<file path="config.mk">
export PLATFORM = sky130hd
export DESIGN_NAME = a2rt_pix_src
export DESIGN_NICKNAME = d
export VERILOG_FILES = /design/src/rtl/a2rt_pkg.sv /design/src/rtl/a2rt_pattern.sv /design/src/rtl/a2rt_pix_src.sv
export SDC_FILE = /design/constraint.sdc
export NUM_CORES = 1
export LEC_CHECK = 0
export CORE_MARGIN = 2
export CORE_UTILIZATION = 30
export CTS_BUF_LIST = sky130_fd_sc_hd__clkbuf_4
export CTS_CLUSTER_DIAMETER = 80
export DETAILED_ROUTE_END_ITERATION = 10
export GPL_TIMING_DRIVEN = 0
export HOLD_SLACK_MARGIN = 0.12
export PLACE_DENSITY = 0.55
export SLEW_MARGIN = 40
export SYNTH_ARGS = -nofsm -noshare
export SYNTH_HDL_FRONTEND = slang
export SYNTH_HIERARCHICAL = 1
export SYNTH_SLANG_ARGS = --single-unit
</file>
<file path="constraint.sdc">
create_clock -name clk -period 6.26 [get_ports clk]
set_input_delay 1.252 -clock clk [delete_from_list [all_inputs] [get_ports clk]]
set_output_delay 1.252 -clock clk [all_outputs]
set_load 0.02 [all_outputs]
</file>
<file path="src/rtl/a2rt_pkg.sv">
// Shared types and constants for the a2rt pixel source: pattern modes,
// controller states and the colour-bar palette.
package a2rt_pkg;

   // Pattern selection, sampled at every frame start
   typedef enum logic [1:0] {
      MODE_SOLID = 2'd0,
      MODE_BARS  = 2'd1,
      MODE_RAMP  = 2'd2,
      MODE_CHECK = 2'd3
   } mode_e;

   // Frame controller states
   typedef enum logic [1:0] {
      ST_IDLE   = 2'd0,
      ST_ACTIVE = 2'd1,
      ST_GAP    = 2'd2
   } state_e;

   localparam int NUM_BARS = 8;

   // Colour-bar palette, RGB with R in the top byte
   localparam logic [23:0] COL_WHITE   = 24'hFFFFFF;
   localparam logic [23:0] COL_YELLOW  = 24'hFFFF00;
   localparam logic [23:0] COL_CYAN    = 24'h00FFFF;
   localparam logic [23:0] COL_GREEN   = 24'h00FF00;
   localparam logic [23:0] COL_MAGENTA = 24'hFF00FF;
   localparam logic [23:0] COL_RED     = 24'hFF0000;
   localparam logic [23:0] COL_BLUE    = 24'h0000FF;
   localparam logic [23:0] COL_BLACK   = 24'h000000;

   // Bar index (left to right) to colour
   function automatic logic [23:0] bar_colour(input logic [2:0] idx);
      logic [23:0] col;
      case (idx)
         3'd0:    col = COL_WHITE;
         3'd1:    col = COL_YELLOW;
         3'd2:    col = COL_CYAN;
         3'd3:    col = COL_GREEN;
         3'd4:    col = COL_MAGENTA;
         3'd5:    col = COL_RED;
         3'd6:    col = COL_BLUE;
         default: col = COL_BLACK;
      endcase
      return col;
   endfunction

endpackage

</file>
<file path="src/rtl/a2rt_pattern.sv">
// Combinational test-pattern generator: maps (mode, x, y, solid) to a pixel.
module a2rt_pattern
   import a2rt_pkg::*;
#(
   parameter int DATA_WIDTH   = 24,
   parameter int SCREEN_WIDTH = 800,
   parameter int XW           = 10,
   parameter int YW           = 10
)(
   input  mode_e                 i_mode,
   input  logic [XW-1:0]         i_x,
   input  logic [YW-1:0]         i_y,
   input  logic [DATA_WIDTH-1:0] i_solid,
   output logic [DATA_WIDTH-1:0] o_pixel
);

   // Integer bar width; the last bar takes whatever remainder is left
   localparam int BAR_W = SCREEN_WIDTH / NUM_BARS;

   logic [NUM_BARS-2:0] w_past_edge;
   logic [2:0]          w_bar_idx;
   logic [7:0]          w_gray;
   logic                w_check;

   // One comparator per internal bar edge; together they form a thermometer code
   genvar gi;
   generate
      for (gi = 0; gi < NUM_BARS - 1; gi++) begin : g_bar_edge
         assign w_past_edge[gi] = (i_x >= XW'((gi + 1) * BAR_W));
      end
   endgenerate

   // Bar index is the number of edges already passed (saturates at the last bar)
   always_comb begin
      w_bar_idx = '0;
      for (int i = 0; i < NUM_BARS - 1; i++) begin
         w_bar_idx = w_bar_idx + 3'(w_past_edge[i]);
      end
   end

   assign w_gray  = 8'(i_x);
   assign w_check = 1'(i_x >> 3) ^ 1'(i_y >> 4);

   // Pattern select
   always_comb begin
      o_pixel = '0;
      case (i_mode)
         MODE_SOLID: o_pixel = i_solid;
         MODE_BARS:  o_pixel = DATA_WIDTH'(bar_colour(w_bar_idx));
         MODE_RAMP:  o_pixel = DATA_WIDTH'({3{w_gray}});
         MODE_CHECK: o_pixel = w_check ? DATA_WIDTH'(COL_WHITE) : DATA_WIDTH'(COL_BLACK);
         default:    o_pixel = '0;
      endcase
   end

endmodule

</file>
<file path="src/rtl/a2rt_pix_src.sv">
// Test-pattern pixel source with rts/rtr handshake: single frame or
// continuous frames separated by a fixed idle gap.
module a2rt_pix_src
   import a2rt_pkg::*;
#(
   parameter int DATA_WIDTH    = 24,
   parameter int SCREEN_WIDTH  = 800,
   parameter int SCREEN_HEIGHT = 600,
   parameter int GAP_CYCLES    = 16
)(
   input  logic                  clk,
   input  logic                  rst_n,
   input  logic                  start_i,
   input  logic                  continuous_i,
   input  logic                  stop_i,
   input  logic [1:0]            mode_i,
   input  logic [DATA_WIDTH-1:0] solid_i,
   input  logic                  rtr_i,
   output logic                  rts_o,
   output logic                  eow_o,
   output logic                  sof_o,
   output logic [DATA_WIDTH-1:0] pixel_o,
   output logic                  busy_o,
   output logic                  frame_done_o
);

   localparam int XW = (SCREEN_WIDTH > 1)  ? $clog2(SCREEN_WIDTH)  : 1;
   localparam int YW = (SCREEN_HEIGHT > 1) ? $clog2(SCREEN_HEIGHT) : 1;
   localparam int GW = $clog2(GAP_CYCLES + 1);

   localparam logic [XW-1:0] X_LAST   = XW'(SCREEN_WIDTH - 1);
   localparam logic [YW-1:0] Y_LAST   = YW'(SCREEN_HEIGHT - 1);
   localparam logic [GW-1:0] GAP_LAST = GW'(GAP_CYCLES - 1);

   state_e                r_state, w_state_next;
   logic [XW-1:0]         r_x, w_x_next;
   logic [YW-1:0]         r_y, w_y_next;
   mode_e                 r_mode, w_mode_next;
   logic [DATA_WIDTH-1:0] r_solid, w_solid_next;
   logic                  r_cont;
   logic                  r_stop_req;
   logic [GW-1:0]         r_gap_cnt;
   logic                  r_rts, r_eow, r_sof, r_done;
   logic [DATA_WIDTH-1:0] r_pixel;

   logic                  w_xfer, w_last_pix, w_frame_end, w_advance;
   logic                  w_stop_pend, w_gap_end, w_frame_start;
   logic [DATA_WIDTH-1:0] w_pixel;

   // r_x/r_y always hold the coordinate of the pixel currently presented
   assign w_xfer      = r_rts & rtr_i;
   assign w_last_pix  = (r_x == X_LAST) && (r_y == Y_LAST);
   assign w_frame_end = w_xfer & w_last_pix;
   assign w_advance   = w_xfer & ~w_last_pix;
   assign w_stop_pend = r_stop_req | stop_i;
   assign w_gap_end   = (r_gap_cnt == GAP_LAST);

   // State register
   always_ff @(posedge clk or negedge rst_n) begin
      if (!rst_n) begin
         r_state <= ST_IDLE;
      end else begin
         r_state <= w_state_next;
      end
   end

   // Next-state logic; start_i is only looked at in IDLE
   always_comb begin
      w_state_next = r_state;
      case (r_state)
         ST_IDLE: begin
            if (start_i) w_state_next = ST_ACTIVE;
         end
         ST_ACTIVE: begin
            if (w_frame_end) w_state_next = (r_cont && !w_stop_pend) ? ST_GAP : ST_IDLE;
         end
         ST_GAP: begin
            if (w_stop_pend)    w_state_next = ST_IDLE;
            else if (w_gap_end) w_state_next = ST_ACTIVE;
         end
         default: w_state_next = ST_IDLE;
      endcase
   end

   // Output logic: frame-start detection and next coordinate / pattern inputs
   always_comb begin
      w_frame_start = 1'b0;
      case (r_state)
         ST_IDLE: w_frame_start = start_i;
         ST_GAP:  w_frame_start = !w_stop_pend && w_gap_end;
         default: w_frame_start = 1'b0;
      endcase

      w_x_next     = r_x;
      w_y_next     = r_y;
      w_mode_next  = r_mode;
      w_solid_next = r_solid;
      if (w_frame_start) begin
         w_x_next     = '0;
         w_y_next     = '0;
         w_mode_next  = mode_e'(mode_i);
         w_solid_next = solid_i;
      end else if (w_advance) begin
         if (r_x == X_LAST) begin
            w_x_next = '0;
            w_y_next = r_y + YW'(1);
         end else begin
            w_x_next = r_x + XW'(1);
         end
      end
   end

   // Pixel for the coordinate about to be presented
   a2rt_pattern #(
      .DATA_WIDTH   (DATA_WIDTH),
      .SCREEN_WIDTH (SCREEN_WIDTH),
      .XW           (XW),
      .YW           (YW)
   ) u_pattern (
      .i_mode  (w_mode_next),
      .i_x     (w_x_next),
      .i_y     (w_y_next),
      .i_solid (w_solid_next),
      .o_pixel (w_pixel)
   );

   // Coordinate counters and per-frame latched settings
   always_ff @(posedge clk or negedge rst_n) begin
      if (!rst_n) begin
         r_x     <= '0;
         r_y     <= '0;
         r_mode  <= MODE_SOLID;
         r_solid <= '0;
         r_cont  <= 1'b0;
      end else begin
         r_x     <= w_x_next;
         r_y     <= w_y_next;
         r_mode  <= w_mode_next;
         r_solid <= w_solid_next;
         if (r_state == ST_IDLE && start_i) r_cont <= continuous_i;
      end
   end

   // Registered stream outputs; they only change on a load, so a stall holds them
   always_ff @(posedge clk or negedge rst_n) begin
      if (!rst_n) begin
         r_rts   <= 1'b0;
         r_eow   <= 1'b0;
         r_sof   <= 1'b0;
         r_pixel <= '0;
         r_done  <= 1'b0;
      end else begin
         if (w_frame_start || w_advance) begin
            r_rts   <= 1'b1;
            r_pixel <= w_pixel;
            r_eow   <= (w_x_next == X_LAST);
            r_sof   <= w_frame_start;
         end else if (w_frame_end) begin
            r_rts <= 1'b0;
            r_eow <= 1'b0;
            r_sof <= 1'b0;
         end
         r_done <= w_frame_end;
      end
   end

   // Gap timer and sticky stop request (cleared whenever IDLE is entered)
   always_ff @(posedge clk or negedge rst_n) begin
      if (!rst_n) begin
         r_gap_cnt  <= '0;
         r_stop_req <= 1'b0;
      end else begin
         r_gap_cnt <= (r_state == ST_GAP) ? r_gap_cnt + GW'(1) : '0;
         if (w_state_next == ST_IDLE)             r_stop_req <= 1'b0;
         else if (r_state != ST_IDLE && stop_i)   r_stop_req <= 1'b1;
      end
   end

   assign rts_o        = r_rts;
   assign eow_o        = r_eow;
   assign sof_o        = r_sof;
   assign pixel_o      = r_pixel;
   assign frame_done_o = r_done;
   assign busy_o       = (r_state != ST_IDLE);

endmodule

</file>
### Word-level counts from Yosys, hierarchy flattened

Index checks and enable logic that the tools add are counted.

* output and inout port bits: 29
* word-level logic and storage cells: 93
* bits of input ports: 32
* register bits after elaboration: 83

* reductions and logical operators: 17
* bitwise operators: 6
* equal/unequal tests: 15
* mux-type cells: 25
* magnitude comparators: 7
* add/sub/neg operators: 9

Operator list (number)
* $pmux W24 S7: 1
* $pmux W24 S4: 1
* $mux W10: 6
* $mux W24: 2
* $eq A10 B10 Y1 const B: 3
* $ge A10 B9 Y1 const B: 3
* $add A10 B1 Y10 const B: 2
* $ge A10 B10 Y1 const B: 2
* $add A3 B1 Y3: 5
* $mux W2: 6
* $ge A10 B7 Y1 const B: 1
* $ge A10 B8 Y1 const B: 1
* $reduce_bool A2 Y1: 5
* $eq A3 B3 Y1 const B: 3
* $eq A2 B2 Y1 const B: 3
* $eq A3 B2 Y1 const B: 2
* $logic_not A2 Y1: 3
* $mux W1: 6
* $pmux W2 S3: 1
* $add A5 B1 Y5 const B: 1
* $eq A5 B4 Y1 const B: 1
* $logic_and A1 B1 Y1: 5
* $mux W5: 1
* $eq A2 B1 Y1 const B: 2
* other kinds (11): 13

### Logic depth before layout (Yosys ltp)

Gate-level depths: netlist of the first run.

* word-level depth: 16
* depth in mapped cells: 19
* gate-level depth less buffers: 17

### Modules after synthesis

Netlist of the first run, hierarchy kept.

Modules (own cells, without submodules)
* a2rt_pix_src: cells each 288, times used 1, seq. area each 2077.0 µm², area an instance 3712.3 µm²
* a2rt_pattern: cells each 117, times used 1, seq. area each 0.0 µm², area an instance 762.0 µm²

### Least setup slack after synthesis of the first run

OpenSTA, ideal clock, no wires.

* path kind: input-to-reg
* from: input port stop_i
* to: register r_pixel[17], in the netlist pixel_o[17]
* data required time: 6.135 ns
* buffers on the path: 3
* data arrival time: 5.774 ns
* setup slack: 0.361 ns
* stages on the path: 16
* library setup time: 0.125 ns
* cells stage by stage: nor4bb_1 -> o21ba_2 -> clkbuf_1 -> buf_1 -> nor2_1 -> o311a_2 -> nor4_1 -> fa_1 -> fa_1 -> fa_1 -> fa_1 -> nand2b_1 -> clkbuf_1 -> a21oi_1 -> a21oi_1 -> mux2_4

* word-level cells in the longest chain between the ends: 15
* elaborated cells between the ends (all ways): 37
* those cells by class: add/sub (6); order compare (7); eq/ne (9); mux (8); bitwise (2); reduce/logical (5)

Ends and longest elaborated chain
* start: declaration: RTL line a2rt_pix_src.sv:15 `input logic stop_i,`
* $or A1 B1 Y1 *: RTL line a2rt_pix_src.sv:55 `assign w_stop_pend = r_stop_req | stop_i;`
* $logic_not A1 Y1 *: RTL line a2rt_pix_src.sv:90 `ST_GAP: w_frame_start = !w_stop_pend && w_gap_end;`
* $logic_and A1 B1 Y1 *: RTL line a2rt_pix_src.sv:90
* $pmux W1 S2 *: RTL line a2rt_pix_src.sv:88 `case (r_state)`
* $mux W10 *: RTL line a2rt_pix_src.sv:98 `if (w_frame_start) begin`
* net w_x_next[4]: RTL line a2rt_pix_src.sv:36 `logic [XW-1:0] r_x, w_x_next;`
* $ge A10 B7 Y1 / $ge A10 B8 Y1 (equally long branches): RTL line a2rt_pattern.sv:29 `assign w_past_edge[gi] = (i_x >= XW'((gi + 1) * BAR_W));`
* $add A1 B1 Y2: RTL line a2rt_pattern.sv:37 `w_bar_idx = w_bar_idx + 3'(w_past_edge[i]);`
* $add A3 B1 Y3 (4 in a row): RTL line a2rt_pattern.sv:37
* $add A3 B1 Y3 *: RTL line a2rt_pattern.sv:37
* $eq A3 B3 Y1, or another cell as far along: RTL line a2rt_pkg.sv:35 `case (idx)`
* $pmux W24 S7 *: RTL line a2rt_pkg.sv:35
* $pmux W24 S4 *: RTL line a2rt_pattern.sv:47 `case (i_mode)`
* net w_pixel[17]: RTL line a2rt_pix_src.sv:48 `logic [DATA_WIDTH-1:0] w_pixel;`
* end signal: assignment: RTL line a2rt_pix_src.sv:155 `r_pixel <= w_pixel;`
* end: declaration: RTL line a2rt_pix_src.sv:44 `logic [DATA_WIDTH-1:0] r_pixel;`

Mark *: on every way through the listed nets, which the timed path passes. The rest lies on a longest branch.
A chain may end at the register's enable or synchronous reset.

### Worst setup path after layout of the first run

* from: input port stop_i
* to: register r_pixel[23], in the netlist pixel_o[23]

The elaborated chain is that of the path after synthesis.

==> run_results.csv, run 1 <==
group,metric,value,unit
final_layout,final_common_cell,"dfrtp_1",
global_route,grt_pass1_wl,18.6,mm
worst_setup_path,end_kind,"register",
logic_synthesis,synth_area_per_cell,11.0,um2
timing,holdWs,0.480,ns
clock_tree,clockRootBuffer,"clkbuf_4",
drt,routed_wl,11.2,mm
worst_setup_path,rrSetupSlack,0.74,ns
logic_synthesis,synth_xor_area_frac,0.0271,
placement,place.port_buffers,60,
logic_synthesis,synth_flop_cell,"dfrtp_1",
final_layout,fin_nets,514,
die,die_area,15900,um2
logic_synthesis,synth_compound_area_frac,0.131,
run_status,status,"completed",
logic_synthesis,synth-seq-cells,83,
drt,drtIter0Drc,160,
die,num_rows,44,
logic_synthesis,ys_seq_area_frac,0.464,
worst_setup_path,worstSetupPathType,"input pin to register",
clock_tree,clock_latency,0.45,ns
logic_synthesis,synth_cell_types,58,
drt,wire_per_inst,16.9,um
logic_synthesis,netlist_area,4470,um2
placement,place_ws,-0.905,ns
final_layout,regArea,2080,um2
final_layout,antenna_cells,0,
final_layout,drive_above_1_share,0.211,
clock_tree,cts_tree,"yes",
logic_synthesis,synth-edff-count,0,
timing,timing.fmax,168,MHz
logic_synthesis,synth-simple-area-share,0.154,
final_layout,final_cell_count_no_fill,663,
placement,placedCellCount,650,
logic_synthesis,synth_warnings,6,
clock_tree,htree_num_levels,3,
global_route,grt_max_degree,49,
clock_tree,path_clk_slew,0.13,ns
global_route,globalRouteTotalUtil,0.148,
timing,finalSetupViolations,0,
clock_tree,numCtsBuffers,9,
timing,skew,0.0170,ns
drt,viasPerCell,5.00,
logic_synthesis,synth_top_family_by_area,"simple AND/OR/NAND/NOR gates",
clock_tree,clockBufferDepth,2,
logic_synthesis,ys_async_sr_fraction,1.00,
logic_synthesis,syn_nets,445,
clock_tree,hold_buffers,0,
clock_tree,clock-sinks,83,
power,powerDensity,369,nW/um2
power,p_leak,2.30,nW
clock_tree,cts_setup_buffers,0,
worst_setup_path,required,6.60,ns
placement,gp_congestion,0.871,
timing,min_period_over_period,0.953,
timing,worstMarginPinSlew,0.840,ns
final_layout,mostFrequentLayoutCells,"dfrtp_1 (83), clkdlybuf4s50_1 (59), a21oi_1 (46)",
global_route,antenna_found_initial,0,
logic_synthesis,synth_area_leaders,"dfrtp_1 (46%), mux2_2 (8.1%), mux2_4 (6.4%)",
placement,place_hpwl,7.97,mm
die,pin_count,61,
logic_synthesis,synthMuxAreaShare,0.149,
drt,detail-route-antenna-nets,0,
logic_synthesis,synthCells,405,
timing,setup_slack,0.297,ns
final_layout,nFillCells,1470,
drt,firstDrtPassIters,5,
die,die_h,126,um
die,core_area,14500,um2
timing,rsz0062_at_grt,"false",
global_route,grt_pass1_vias,3542,
worst_setup_path,start_kind,"input pin",
timing,timing.final.max_slew_violations,0,
run,maxCapViolCount,0,
logic_synthesis,synth_top_cell_by_area,"dfrtp_1",
global_route,grt-ovfl-total,0,
logic_synthesis,synth.top_cell.area_share,0.464,
drt,via_count,3314,
drt,route.detailed.drc,0,
final_layout,multi_input_area,2210,um2
power,ir_worst_vdd,192,uV
timing,post-route-min-period,5.96,ns
final_layout,area_delta_synth_final,23.5,%
die,initial_core_util,0.308,
power,finalPower,2.04,mW
min_path,min_path_type,"register to register",
worst_setup_path,arrival,6.30,ns
logic_synthesis,synth-adder-area-share,0.0291,
worst_setup_path,crit_fanout,10,
timing,hold_violations,0,
die,die_w,126,um
timing,slew_headroom,0.440,
## power breakdown
group	internal, mW	switching (mW)
combinational	0.454	0.410
clock	0.210	0.183
sequential	0.692	0.0908
total	1.36	0.684
## synth_stat cells (4+ instances only)
library cell / instances
nand4_1: 5
nand2_1: 11
or3_1: 4
o21ai_0: 14
a21oi_1: 47
nand2b_1: 12
or2_2: 4
inv_1: 9
clkbuf_1: 10
mux2_2: 32
xor2_1: 6
fa_1: 4
nor3_1: 13
nor2b_1: 4
or2_1: 18
xnor2_1: 6
nor2_1: 24
buf_2: 5
nand3_1: 10
mux2_4: 19
buf_6: 4
ha_1: 4
dfrtp_1: 83
## kinds of logic after synthesis
family / count (synthesis)
AO/OA/AOI/OAI: 93
XOR/XNOR: 13
adder cells (fa/ha/maj): 8
buffers and inverters: 32
flip-flops: 83
multiplexers: 53
AND/OR/NAND/NOR: 123
## metrics by stage
step                      TNS [ns]   util  instance area [um2]
after floorplan                  0      -                 4470
after global placement      -15.03  0.365                 5310
after detailed placement    -16.13  0.367                 5330
after CTS                        0  0.379                 5520
after global routing             0  0.380                 5520
final                            0  0.380                 5520
## metal layers
metal  vias up  part of all wire  GRT usage
li1       1584                 -          -
met1      1623              0.46      0.194
met2        93              0.47      0.243
met3        14             0.047     0.0306
met4         0             0.015     0.0530
met5         -                 0          0
## final cells by class
class	count	area share
well taps	184	0.0417
multi-input cells	290	0.400
plain buffers	20	0.0292
inverters	9	0.00612
flip-flops and latches	83	0.376
clock inverters	5	0.0183
repair buffers	61	0.114
clock buffers	11	0.0149
## timing repair
item	4_1_cts	5_1_grt
endpoints found under the setup margin	16	16
gates resized for setup	1	3
pin swaps	0	0
## sequential cells by signal, indices dropped and copies added (netlist names)
name and count:
r_y 10, r_cont 1, sof_o 1, r_gap_cnt 5
pixel_o 24, eow_o 1, r_x 10, rts_o 1
r_solid 24, r_mode 2, r_state 2, r_stop_req 1
frame_done_o 1
## critical path, cell delays in order
cell and delay (ns):
clkdlybuf4s50_1 0.47, nor4bb_2 0.37, o21ba_2 0.35, buf_2 0.27
nor2_1 0.19, o311a_2 0.44, nor4_2 0.23, fa_1 0.47
fa_1 0.53, fa_1 0.45, fa_1 0.46, nand2b_1 0.31
a21oi_1 0.19, a21oi_1 0.06, mux2_4 0.27
## final timing paths
path / from / end / cells past startpoint
min in group asynchronous: rst_n / frame_done_o / 1
max reg2reg: r_x[0] / pixel_o[23] / 16
max: stop_i / pixel_o[23] / 15
min reg2reg: r_gap_cnt[0] / r_gap_cnt[0] / 1
min: r_gap_cnt[0] / r_gap_cnt[0] / 1
max in group asynchronous: rst_n / pixel_o[0] / 2
Power figures use the tool's default switching activity.
==> inputs of run 2 (changes only) <==
CTS_BUF_LIST = sky130_fd_sc_hd__clkbuf_4 sky130_fd_sc_hd__clkbuf_8   (was sky130_fd_sc_hd__clkbuf_4)
==> run 2 against run 1 <==
Effect of this change: critical path depth did not move; fmax fell by 0.72%; worst hold slack got worse by 0.0062 ns; non-clock buffer count did not move; first-iteration DRC count fell by 12%; setup slack got worse by 0.043 ns; final area rose by 1.6%; core utilization rose by 0.61 points; largest cell class unchanged; largest power group unchanged; highest routed layer unchanged.
==> run_results.csv, run 2 (synthesized netlist as in run 1, its figures left out) <==
group,metric,value,unit
run_status,status,"completed",
timing,worstMarginPinSlew,0.664,ns
global_route,antenna_found_initial,0,
clock_tree,path_clk_slew,0.08,ns
timing,hold_violations,0,
clock_tree,hold_buffers,0,
die,num_rows,44,
power,powerDensity,380,nW/um2
clock_tree,cts_tree,"yes",
power,power_frac_seq,0.368,
global_route,grt_pass1_wl,18.7,mm
drt,routed_wl,11.2,mm
final_layout,antenna_cells,0,
power,ir_worst_vdd,193,uV
global_route,grt_max_degree,49,
placement,place.port_buffers,60,
power,finalPower,2.13,mW
final_layout,mostFrequentLayoutCells,"dfrtp_1 (83), clkdlybuf4s50_1 (59), a21oi_1 (46)",
die,die_h,126,um
drt,route.detailed.drc,0,
clock_tree,clockBufferDepth,2,
worst_setup_path,end_kind,"register",
drt,firstDrtPassIters,4,
clock_tree,cts_setup_buffers,0,
clock_tree,htree_num_levels,3,
placement,placedCellCount,650,
final_layout,final_cell_count_no_fill,663,
worst_setup_path,arrival,6.26,ns
final_layout,nFillCells,1456,
clock_tree,clock_latency,0.37,ns
final_layout,regArea,2080,um2
worst_setup_path,path_common_cell,"fa_1",
worst_setup_path,slowest_delay,0.53,ns
placement,place_hpwl,7.97,mm
worst_setup_path,start_kind,"input pin",
drt,detail-route-antenna-nets,0,
timing,timing.fmax,166,MHz
final_layout,area_delta_synth_final,25.4,%
min_path,whs_path_depth,1,
timing,slew_headroom,0.556,
clock_tree,numCtsBuffers,9,
timing,holdWs,0.474,ns
die,pin_count,61,
global_route,grt_pass1_vias,3555,
worst_setup_path,critPathSlowestCell,"fa_1",
worst_setup_path,rrSetupSlack,0.73,ns
global_route,globalRouteTotalUtil,0.149,
min_path,worstHoldStart,"r_gap_cnt[0]",
global_route,grt-ovfl-total,0,
timing,skew,0.0119,ns
worst_setup_path,path_cells,"clkdlybuf4s50_1 > nor4bb_4 > o21ba_4 > buf_2 > nor2_1 > o311a_2 > nor4_2 > fa_1 > fa_1 > fa_1 > fa_1 > nand2b_1 > a21oi_1 > a21oi_1 > mux2_4",
power,p_int,1.43,mW
drt,wire_per_inst,16.9,um
final_layout,final_common_cell,"dfrtp_1",
final_layout,drive_above_1_share,0.213,
clock_tree,clock-sinks,83,
timing,timing.final.max_slew_violations,0,
worst_setup_path,r2r_start,"r_x[0]",
min_path,min_path_type,"register to register",
power,switching_share,0.327,
die,initial_core_util,0.308,
worst_setup_path,reg2reg_to,"pixel_o[23]",
drt,drtIter0Drc,141,
worst_setup_path,worstSetupPathType,"input pin to register",
power,p_sw,0.697,mW
power,comb_power_share,0.406,
timing,min_period_over_period,0.960,
power,p_leak,2.35,nW
clock_tree,clockRootBuffer,"clkbuf_8",
placement,place_ws,-0.905,ns
die,die_area,15900,um2
timing,setup_slack,0.253,ns
worst_setup_path,rr_worst_depth,16,
worst_setup_path,crit_family,"adder cells",
die,core_area,14500,um2
worst_setup_path,crit_fanout,10,
worst_setup_path,required,6.52,ns
worst_setup_path,path_buf_inv,2,
final_layout,multi_input_area,2230,um2
final_layout,fin_nets,514,
run,maxCapViolCount,0,
timing,finalSetupViolations,0,
placement,gp_congestion,0.871,
power,clock_power_share,0.226,
drt,viasPerCell,4.99,
min_path,hold_end,"r_gap_cnt[0]",
drt,via_count,3311,
timing,post-route-min-period,6.01,ns
die,die_w,126,um
-- run 2: cell types whose count changed in the layout (fill, tap and decap cells not counted), sizes merged --
cell	change
clkbuf	+1
clkinv	-1
-- run 2: how the worst max path moves through the flow --
| stage | startpoint | end | slack, ns | cells after the start |
|---|---|---|---|---|
| 6_report | stop_i | pixel_o[23] | 0.25 | 15 |
| 5_1_grt | stop_i | pixel_o[21] | -0.01 | 15 |
| 4_1_cts | stop_i | pixel_o[19] | 0.03 | 16 |
| 3_5_place_dp | stop_i | pixel_o[19] | -0.91 | 17 |
| 3_3_place_gp | stop_i | pixel_o[19] | -0.83 | 17 |
| 2_1_floorplan | stop_i | pixel_o[17] | 0.36 | 16 |
-- run 2: per-layer routing --
metal	GRT usage	share of wire
met1	0.194	0.47
met2	0.244	0.47
met3	0.0306	0.041
met4	0.0549	0.017
met5	0	0
-- run 2: power by group through the flow --
stage	sequential, mW	combinational, mW	clock, mW
detailed placement	0.788	0.866	0
floorplan	0.868	0.454	0
global route	0.803	0.932	0.519
global placement	0.791	0.854	0
CTS	0.784	0.872	0.493
finish	0.783	0.866	0.481
-- run 2: layout make-up --
type,count,area share
Multi-Input combinational cell,290,0.397
Sequential cell,83,0.370
Timing Repair Buffer,61,0.112
Tap cell,184,0.0410
Buffer,20,0.0288
Clock buffer,12,0.0272
Clock inverter,4,0.0174
Inverter,9,0.00602
-- run 2: through the flow --
stage,setup TNS (ns),utilization,instance area (um2)
2_1_floorplan,0,-,4470
3_3_place_gp,-15.03,0.365,5310
3_5_place_dp,-16.13,0.367,5330
4_1_cts,0,0.384,5590
5_1_grt,-0.0136,0.386,5610
6_report,0,0.386,5610
-- run 2: repair_timing --
item	in CTS	in global routing
setup endpoints to repair	24	16
cloned	0	0
gates resized for setup	2	5
